**config.mk**
```make
export PLATFORM = sky130hd
export DESIGN_NAME = load_store_unit
export DESIGN_NICKNAME = d
export VERILOG_FILES = /design/src/rtl/load_store_unit.sv
export SDC_FILE = /design/constraint.sdc
export NUM_CORES = 1
export LEC_CHECK = 0
export CAP_MARGIN = 5
export CORE_MARGIN = 2
export CORE_UTILIZATION = 55
export DETAILED_ROUTE_END_ITERATION = 7
export DONT_BUFFER_PORTS = 1
export GPL_TIMING_DRIVEN = 0
export PLACE_DENSITY = 0.78
export SLEW_MARGIN = 20
export SYNTH_ARGS = -nofsm -noshare
export SYNTH_HDL_FRONTEND = slang
export SYNTH_SLANG_ARGS = --single-unit
```
**constraint.sdc**
```tcl
create_clock -name clk -period 2.01 [get_ports clk]
set_input_delay 0.402 -clock clk [delete_from_list [all_inputs] [get_ports clk]]
set_output_delay 0.402 -clock clk [all_outputs]
set_load 0.02 [all_outputs]
```
**src/rtl/load_store_unit.sv**
```systemverilog
// Load/store unit: takes one load/store request at a time from the execute
// stage and turns it into word-aligned accesses on a big-endian byte memory
// port. Sub-word loads are extracted and extended. Sub-word stores are done
// as a read-modify-write of the whole word. Each request ends in a one-cycle
// response that carries either data or an error.
module load_store_unit #(
    parameter int READ_LATENCY = 2,
    parameter int DONE_TIMEOUT = 64,
    parameter int DRAIN_CYCLES = 8
) (
    input  logic        clk,
    input  logic        rst,
    input  logic        req_valid,
    output logic        req_ready,
    input  logic        req_store,
    input  logic [1:0]  req_size,
    input  logic        req_unsigned,
    input  logic [31:0] req_addr,
    input  logic [31:0] req_wdata,
    output logic        resp_valid,
    output logic [31:0] resp_rdata,
    output logic        resp_error,
    output logic [31:0] mem_address,
    output logic [1:0]  mem_write,
    output logic [7:0]  mem_d0,
    output logic [7:0]  mem_d1,
    output logic [7:0]  mem_d2,
    output logic [7:0]  mem_d3,
    input  logic [7:0]  mem_q0,
    input  logic [7:0]  mem_q1,
    input  logic [7:0]  mem_q2,
    input  logic [7:0]  mem_q3,
    input  logic        mem_done,
    input  logic        mem_error
);

    localparam int RL_W = (READ_LATENCY > 1) ? $clog2(READ_LATENCY + 1) : 1;
    localparam int TO_W = $clog2(DONE_TIMEOUT + 1);
    localparam int DR_W = $clog2(DRAIN_CYCLES + 1);

    typedef enum logic [2:0] {
        ST_IDLE          = 3'd0,
        ST_LOAD_WAIT     = 3'd1,
        ST_RMW_READ      = 3'd2,
        ST_STORE_WRITE   = 3'd3,
        ST_STORE_RELEASE = 3'd4,
        ST_RESP          = 3'd5
    } state_t;

    state_t      state_r;
    logic [DR_W-1:0] drain_r;
    logic [RL_W-1:0] rd_cnt_r;
    logic [TO_W-1:0] to_cnt_r;
    logic [1:0]  lane_r;
    logic [1:0]  size_r;
    logic        uns_r;
    logic [15:0] wdata_r;
    logic        err_acc_r;

    logic        accept_s;
    logic        rd_last_s;
    logic        to_last_s;
    logic        mem_err_s;
    logic [7:0]  byte_s;
    logic [15:0] half_s;
    logic [31:0] load_data_s;
    logic [31:0] merge_s;

    // Misaligned or illegal-size requests never touch memory.
    function automatic logic misaligned(input logic [1:0] size, input logic [1:0] addr_lo);
        logic bad;
        case (size)
            2'd0:    bad = 1'b0;
            2'd1:    bad = addr_lo[0];
            2'd2:    bad = (addr_lo != 2'd0);
            default: bad = 1'b1;
        endcase
        return bad;
    endfunction

    assign accept_s  = (state_r == ST_IDLE) && req_valid && req_ready;
    assign rd_last_s = (rd_cnt_r == RL_W'(READ_LATENCY - 1));
    assign to_last_s = (to_cnt_r == TO_W'(DONE_TIMEOUT - 1));
    assign mem_err_s = err_acc_r | mem_error;

    // Extract the addressed byte/half from the read word and extend it.
    always_comb begin
        byte_s      = 8'd0;
        half_s      = 16'd0;
        load_data_s = 32'd0;
        case (lane_r)
            2'd0:    byte_s = mem_q0;
            2'd1:    byte_s = mem_q1;
            2'd2:    byte_s = mem_q2;
            default: byte_s = mem_q3;
        endcase
        half_s = lane_r[1] ? {mem_q2, mem_q3} : {mem_q0, mem_q1};
        case (size_r)
            2'd0:    load_data_s = uns_r ? {24'd0, byte_s} : {{24{byte_s[7]}}, byte_s};
            2'd1:    load_data_s = uns_r ? {16'd0, half_s} : {{16{half_s[15]}}, half_s};
            2'd2:    load_data_s = {mem_q0, mem_q1, mem_q2, mem_q3};
            default: load_data_s = 32'd0;
        endcase
    end

    // Merge sub-word store data into the word read back from memory
    // (byte offset 0 is the most significant byte).
    always_comb begin
        merge_s = {mem_q0, mem_q1, mem_q2, mem_q3};
        case (size_r)
            2'd0: merge_s[(5'd3 - {3'd0, lane_r}) * 5'd8 +: 8] = wdata_r[7:0];
            2'd1: begin
                if (lane_r[1]) begin
                    merge_s[15:0] = wdata_r;
                end else begin
                    merge_s[31:16] = wdata_r;
                end
            end
            default: merge_s = {mem_q0, mem_q1, mem_q2, mem_q3};
        endcase
    end

    // Request/memory sequencing FSM with all outputs registered.
    always_ff @(posedge clk) begin
        if (rst) begin
            state_r     <= ST_IDLE;
            drain_r     <= DR_W'(DRAIN_CYCLES);
            rd_cnt_r    <= '0;
            to_cnt_r    <= '0;
            lane_r      <= 2'd0;
            size_r      <= 2'd0;
            uns_r       <= 1'b0;
            wdata_r     <= 16'd0;
            err_acc_r   <= 1'b0;
            req_ready   <= 1'b0;
            resp_valid  <= 1'b0;
            resp_rdata  <= 32'd0;
            resp_error  <= 1'b0;
            mem_address <= 32'd0;
            mem_write   <= 2'd0;
            mem_d0      <= 8'd0;
            mem_d1      <= 8'd0;
            mem_d2      <= 8'd0;
            mem_d3      <= 8'd0;
        end else begin
            resp_valid <= 1'b0;
            case (state_r)
                ST_IDLE: begin
                    if (drain_r != DR_W'(0)) begin
                        drain_r   <= drain_r - DR_W'(1);
                        req_ready <= (drain_r == DR_W'(1));
                    end else begin
                        req_ready <= ~accept_s;
                    end
                    if (accept_s) begin
                        lane_r      <= req_addr[1:0];
                        size_r      <= req_size;
                        uns_r       <= req_unsigned;
                        wdata_r     <= req_wdata[15:0];
                        err_acc_r   <= 1'b0;
                        rd_cnt_r    <= '0;
                        to_cnt_r    <= '0;
                        mem_address <= {req_addr[31:2], 2'b00};
                        if (misaligned(req_size, req_addr[1:0])) begin
                            resp_valid <= 1'b1;
                            resp_error <= 1'b1;
                            resp_rdata <= 32'd0;
                            state_r    <= ST_RESP;
                        end else if (!req_store) begin
                            state_r <= ST_LOAD_WAIT;
                        end else if (req_size == 2'd2) begin
                            mem_d0    <= req_wdata[31:24];
                            mem_d1    <= req_wdata[23:16];
                            mem_d2    <= req_wdata[15:8];
                            mem_d3    <= req_wdata[7:0];
                            mem_write <= 2'd3;
                            state_r   <= ST_STORE_WRITE;
                        end else begin
                            state_r <= ST_RMW_READ;
                        end
                    end else begin
                        state_r <= ST_IDLE;
                    end
                end
                ST_LOAD_WAIT: begin
                    err_acc_r <= mem_err_s;
                    if (rd_last_s) begin
                        resp_valid <= 1'b1;
                        resp_error <= mem_err_s;
                        resp_rdata <= mem_err_s ? 32'd0 : load_data_s;
                        state_r    <= ST_RESP;
                    end else begin
                        rd_cnt_r <= rd_cnt_r + RL_W'(1);
                    end
                end
                ST_RMW_READ: begin
                    err_acc_r <= mem_err_s;
                    if (rd_last_s) begin
                        mem_d0    <= merge_s[31:24];
                        mem_d1    <= merge_s[23:16];
                        mem_d2    <= merge_s[15:8];
                        mem_d3    <= merge_s[7:0];
                        mem_write <= 2'd3;
                        to_cnt_r  <= '0;
                        state_r   <= ST_STORE_WRITE;
                    end else begin
                        rd_cnt_r <= rd_cnt_r + RL_W'(1);
                    end
                end
                ST_STORE_WRITE: begin
                    err_acc_r <= mem_err_s;
                    if (mem_done) begin
                        mem_write <= 2'd0;
                        to_cnt_r  <= '0;
                        state_r   <= ST_STORE_RELEASE;
                    end else if (to_last_s) begin
                        mem_write  <= 2'd0;
                        resp_valid <= 1'b1;
                        resp_error <= 1'b1;
                        resp_rdata <= 32'd0;
                        state_r    <= ST_RESP;
                    end else begin
                        to_cnt_r <= to_cnt_r + TO_W'(1);
                    end
                end
                ST_STORE_RELEASE: begin
                    err_acc_r <= mem_err_s;
                    mem_write <= 2'd0;
                    if (!mem_done) begin
                        resp_valid <= 1'b1;
                        resp_error <= mem_err_s;
                        resp_rdata <= 32'd0;
                        state_r    <= ST_RESP;
                    end else if (to_last_s) begin
                        resp_valid <= 1'b1;
                        resp_error <= 1'b1;
                        resp_rdata <= 32'd0;
                        state_r    <= ST_RESP;
                    end else begin
                        to_cnt_r <= to_cnt_r + TO_W'(1);
                    end
                end
                ST_RESP: begin
                    req_ready <= (drain_r == DR_W'(0));
                    state_r   <= ST_IDLE;
                end
                default: begin
                    mem_write <= 2'd0;
                    req_ready <= 1'b0;
                    state_r   <= ST_IDLE;
                end
            endcase
        end
    end

endmodule

```
Word level (Yosys, flattened, before mapping)
Index checks and enable logic that the tools add are counted.
- register bits after elaboration: 137
- bits of input ports: 105
- output and inout port bits: 101
- word-level logic and storage cells: 170
- $add $sub $neg: 5
- eq/ne operators: 25
- shift-type cells: 2
- multiplexer cells: 90
- bitwise gates (word level): 3
- reduce and logical (&&, ||, !) cells: 26
- operator list (cell ; number):
    two-way mux 32 bit ; 9
    two-way mux 8 bit ; 20
    case mux 32 bit (4 select lines) ; 1
    case mux 32 bit (3 select lines) ; 1
    case mux 32 bit (2 select lines) ; 1
    case mux 8 bit (2 select lines) ; 4
    two-way mux 16 bit ; 3
    two-way mux 7 bit ; 5
    bitwise mux 32 bit ; 1
    variable shift 8 x 7 -> 32 bit, first input constant ; 1
    variable part select 8 x 7 -> 32 bit ; 1
    case mux 7 bit (4 select lines) ; 1
    case mux 8 bit (3 select lines) ; 1
    two-way mux 3 bit ; 7
    two-way mux 2 bit ; 10
    two-way mux 1 bit ; 18
    != test 2 bit, second input constant ; 8
    case mux 3 bit (5 select lines) ; 1
    nonzero test 4 bit ; 3
    equality test 2 x 1 -> 1 bit, second input constant ; 4
    case mux 1 bit (4 select lines) ; 2
    case mux 2 bit (4 select lines) ; 1
    AND reduction 2 bit ; 4
    nonzero test 2 bit ; 4
    29 further kinds ; 40

Longest topological paths before layout
- word-level depth: 9
- gate-level depth with buffers: 9
- gate-level depth less buffers: 7

Least setup slack after synthesis
OpenSTA, ideal clock, no wires.
- path type: flip-flop to flip-flop
- start: register lane_r[1]
- end: register mem_d3[0]
- library setup time: 59 ps
- arrival time: 2049 ps
- required time: 1951 ps
- slack: -98 ps
- cell stages (with the launch flop): 8
- path buffers: 0
- period minus slack after synthesis: 2108 ps
- cell sequence: dfxtp_1 -> clkinv_1 -> ha_1 -> or3_1 -> o2bb2ai_2 -> a22oi_1 -> a21oi_1 -> a22o_1
- word-level cells in the longest chain between the ends: 7
- elaborated cells between the ends (all ways): 9
- classes of those cells: add/sub: 2; shift: 2; mux: 5
- ends and longest elaborated chain (what ; RTL line ; text):
    start, declared ; 54 ; logic [1:0] lane_r;
    start signal, assigned ; 156 ; lane_r <= req_addr[1:0];
    subtractor 2 bit ; 111 ; 2'd0: merge_s[(5'd3 - {3'd0, lane_r}) * 5'd8 +: 8] = wdata_r[7:0];
    negator 5 -> 7 bit ; 111 ;
    variable part select 8 x 7 -> 32 bit / variable shift 8 x 7 -> 32 bit (equally long branches) ; 111 ;
    bitwise mux 32 bit ; 111 ;
    case mux 32 bit (2 select lines) * ; 110 ; case (size_r)
    two-way mux 8 bit * ; 198 ; if (rd_last_s) begin
    case mux 8 bit (2 select lines) * ; 147 ; case (state_r)
    end signal, assigned ; 175 ; mem_d3 <= req_wdata[7:0];
    end signal, assigned ; 202 ; mem_d3 <= merge_s[7:0];
    end, declared ; 28 ; output logic [7:0] mem_d3,
Mark *: on every way between the ends. The rest lies on a longest branch, timed or not. The select of a mux whose other input is x is not followed.
A chain may end at the register's enable or synchronous reset.

Worst setup path after layout
- start: register lane_r[1]
- end: register resp_rdata[12]
- word-level cells in the longest chain between the ends: 7
- elaborated cells between the ends (all ways): 11
- classes of those cells: eq/ne: 2; mux: 8; reduce/logical: 1
- ends and longest elaborated chain (what ; RTL line ; text):
    equality test 2 bit, or another cell as far along ; 91 ; case (lane_r)
    case mux 8 bit (3 select lines) ; 91 ;
    two-way mux 32 bit ; 99 ; 2'd0: load_data_s = uns_r ? {24'd0, byte_s} : {{24{byte_s[7]}}, byte_s};
    case mux 32 bit (3 select lines) * ; 98 ; case (size_r)
    two-way mux 32 bit * ; 190 ; resp_rdata <= mem_err_s ? 32'd0 : load_data_s;
    two-way mux 32 bit * ; 187 ; if (rd_last_s) begin
    case mux 32 bit (4 select lines) * ; 147 ;
    end signal, assigned ; 190 ;
    end, declared ; 21 ; output logic [31:0] resp_rdata,
Marked as above.

==> summary.txt <==
Timing
  • Relative slew slack: 0.588
  • Setup violators final: 0
  • Fin Setup TNS: 0 ns
  • Hold Violations, Final: 0
  • Final min period: 1.98 ns
  • Slew @ Worst Pin: 0.617 ns
  • FMAX: 506 MHz
  • Fin crit share: 0.984
  • Worst setup margin: around 0.033 ns
  • RSZ-0062 raised after global routing: true
  • Post-Route Skew: 0.00758 ns
  • Fin. max-slew vios: 0

Cells and area
  • Multi-input logic area: 4030 um^2
  • Layout cells sized above 1: 0.202
  • FF/Latch Area: around 2700 um^2
  • NumNets Final: 964
  • Area Overhead vs Synth: 16.1%
  • Diode count: 0
  • Filler cells: approximately 1100

Setup path
  • CP max FO: 10
  • CP Class: reg2reg
  • Crit start category: flip-flop
  • Slowest stage cell, crit path: dfxtp_4
  • Crit path DAT: ~2.3 ns
  • Crit. End Element: flip-flop
  • Worst Path Required: about 2.3 ns
  • Sequence of cells on the critical path: buf_4 -> buf_2 -> buf_4 -> mux2_2 -> a221oi_1 -> o2bb2ai_1
  • Crit-path max cell delay: between 0.4 and 0.5 ns
  • Cell mode on critical path: buf_4

Placement
  • Buffers on Ports: 0
  • Global placement routability congestion: 0.949
  • DP Worst Slack: -0.474 ns
  • DP HPWL: ~17000 um

Power
  • Leak pwr: 2.85 nW
  • Clock power frac: 0.366
  • Cell Int Power: approximately 0.0056 W
  • Reg power frac: 0.375
  • Max rail drop VDD: around 0.72 mV
  • Power per Cell Area: between 1000 and 1500 nW/um^2
  • P_sw: 0.00277 W
  • Switching Share: 0.330
  • Gate power share: 0.258
  • Tot Pwr: approximately 0.0084 W

Floorplanning
  • # IOs: 206
  • Die X: 117 um
  • Die height: 117 um
  • Cell Rows: 41
  • Die area: 13600 um^2
  • Starting density of the core: 0.557
  • Placeable Area: 12500 um^2

Synth
  • Cells after Synth: 821
  • EDFF count, synth: 0
  • Most frequent cell after synthesis: dfxtp_1
  • Area share of the largest cell type after synthesis: 0.391
  • Main synth FF type: dfxtp_1
  • Synth warnings: 0
  • Area contributors post-synth: dfxtp_1 39%, a21oi_1 7.8%, nand2_1 6.8%
  • Syn avg cell area: roughly 8.5 um^2
  • Yosys reg bits: 136
  • Synthesized area: about 7000 um^2
  • Yosys top cell by area: dfxtp_1
  • Asr flop ratio synth: 0
  • Post-synthesis sequential area ratio: 0.391
  • Most common library cells after synthesis: 136 x dfxtp_1, 126 x nand2_1, 108 x a21oi_1
  • Distinct cells, synth: 67

Global route
  • Largest net degree at the start of global routing: 17
  • Grt ovf: 0
  • GR Util met1: 0.424
  • Vias in the first global route: 6313
  • First-pass GRT wire length: 34000 um
  • Met3 GRT Util: 0.0929
  • Antenna violations before repair: 0
  • GR Util All Layers: 0.329
  • Global routing met2 resource utilization: 0.516
  • Top Usage Layer GRT: met2

Detailed routing
  • WL final: 23100 um
  • WL per Instance: roughly 22 um
  • Initial DRC Count: roughly 700
  • Vias per inst: between 6 and 7
  • Detailed Routing Iterations Pass 1: 7
  • Residual DRC count: 0
  • Antenna-violating nets left: 0
  • Via Count: between 6000 and 7000

CTS
  • Clk slew on worst S/H paths: 0.06 ns
  • Max clock buf depth: 2
  • CTS buffer count: 17
  • Worst skew pair latency: 0.43 ns
  • CTS sink cnt: 136
  • CTS tree: built
  • H-Tree Depth: 4
  • Root Buffer: clkbuf_16

Hold path
  • Worst min path class: in2reg

Run status
  • Status: complete, no violations

Flow run
  • Total of max-cap violations: 0
cell type report:
cell class | instances | share of cell area
Multi-Input combinational cell | 601 | 0.497
Sequential cell | 136 | 0.338
Clock buffer | 21 | 0.0569
Buffer | 72 | 0.0489
Tap cell | 172 | 0.0266
Clock inverter | 11 | 0.0153
Timing Repair Buffer | 12 | 0.0111
Inverter | 10 | 0.00603
timing repair:
action / 4_1_cts / 5_1_grt
gates resized for setup: 29 / 49
endpoints found under the setup margin: 65 / 71
hold buffers: 0 / 0
pin swaps: 8 / 20
setup buffers: 12 / 1
path summary, 6_finish.rpt:
path                                                from                     endpoint  slack, ns  cells after the start
worst min-delay path                         req_addr[0]       lane_r[0]$_SDFFE_PP0P_       0.10                      2
worst max register to register    lane_r[1]$_SDFFE_PP0P_  resp_rdata[12]$_SDFFE_PP0P_       0.03                      6
worst min register to register  to_cnt_r[6]$_SDFFE_PP0P_     to_cnt_r[6]$_SDFFE_PP0P_       0.44                      2
worst max-delay path              lane_r[1]$_SDFFE_PP0P_  resp_rdata[12]$_SDFFE_PP0P_       0.03                      6
cells in the final DEF, fill, tap and decap left out, drive strengths merged, types with 6 or more instances in the layout:
cell type	count
dfxtp	136
nand2	126
a21oi	109
clkbuf	61
nor2	44
buf	44
o2bb2ai	33
a22o	24
a22oi	23
nor2b	23
or2	18
a31oi	16
mux2	16
a32o	15
o211ai	15
a222oi	15
nand3	14
nor3	13
a221oi	11
inv	9
o21ai	9
ha	9
a2bb2oi	8
nand2b	6
clkinv	6
registers in the layout, indices dropped and copies added, names as in the netlist, 7 cells and up:
name         flops
resp_rdata      32
mem_address     30
wdata_r         16
mem_d0           8
mem_d1           8
mem_d2           8
mem_d3           8
to_cnt_r         7
cell families after synthesis:
family,count (synthesis),synth area share
compound gates,304,0.323
simple gates,264,0.178
flops,136,0.391
buf+inv,85,0.0573
mux,18,0.0287
fa+ha+maj,9,0.0162
xor+xnor,4,0.00503
other cells,1,0.000538
per-layer routing:
layer | share of wire | routed length [um] | up-vias
li1 | - | - | 3100
met1 | 0.40 | 9340 | 3198
met2 | 0.46 | 10700 | 367
met3 | 0.10 | 2390 | 58
met4 | 0.029 | 667 | 0
met5 | 0 | 0 | -
per-stage QoR:
stage / utilization / hold slack (ns) / area [um^2] / cells
floorplan: - / 0.404 / 6970 / 822
global placement: 0.574 / 0.419 / 7190 / 994
detailed placement: 0.574 / 0.426 / 7190 / 994
CTS: 0.634 / 0.0879 / 7940 / 1036
global route: 0.646 / 0.102 / 8090 / 1035
finish: 0.646 / 0.101 / 8090 / 1035
critical path, delay by kind of cell (launching register included):
kind	cells	cell delay, ns
AO/OA/AOI/OAI	2	0.45
buffers and inverters	3	0.62
flip-flops	1	0.42
multiplexers	1	0.37
power by group through the flow:
stage	combinational [W]	clock, W	sequential, W
final	0.00217	0.00308	0.00315
after global routing	0.00238	0.00322	0.00317
after CTS	0.00200	0.00309	0.00314
after detailed placement	0.00193	0	0.00320
after global placement	0.00188	0	0.00320
after floorplan	0.00154	0	0.00314
No activity file was read; power rests on OpenSTA's default activity.
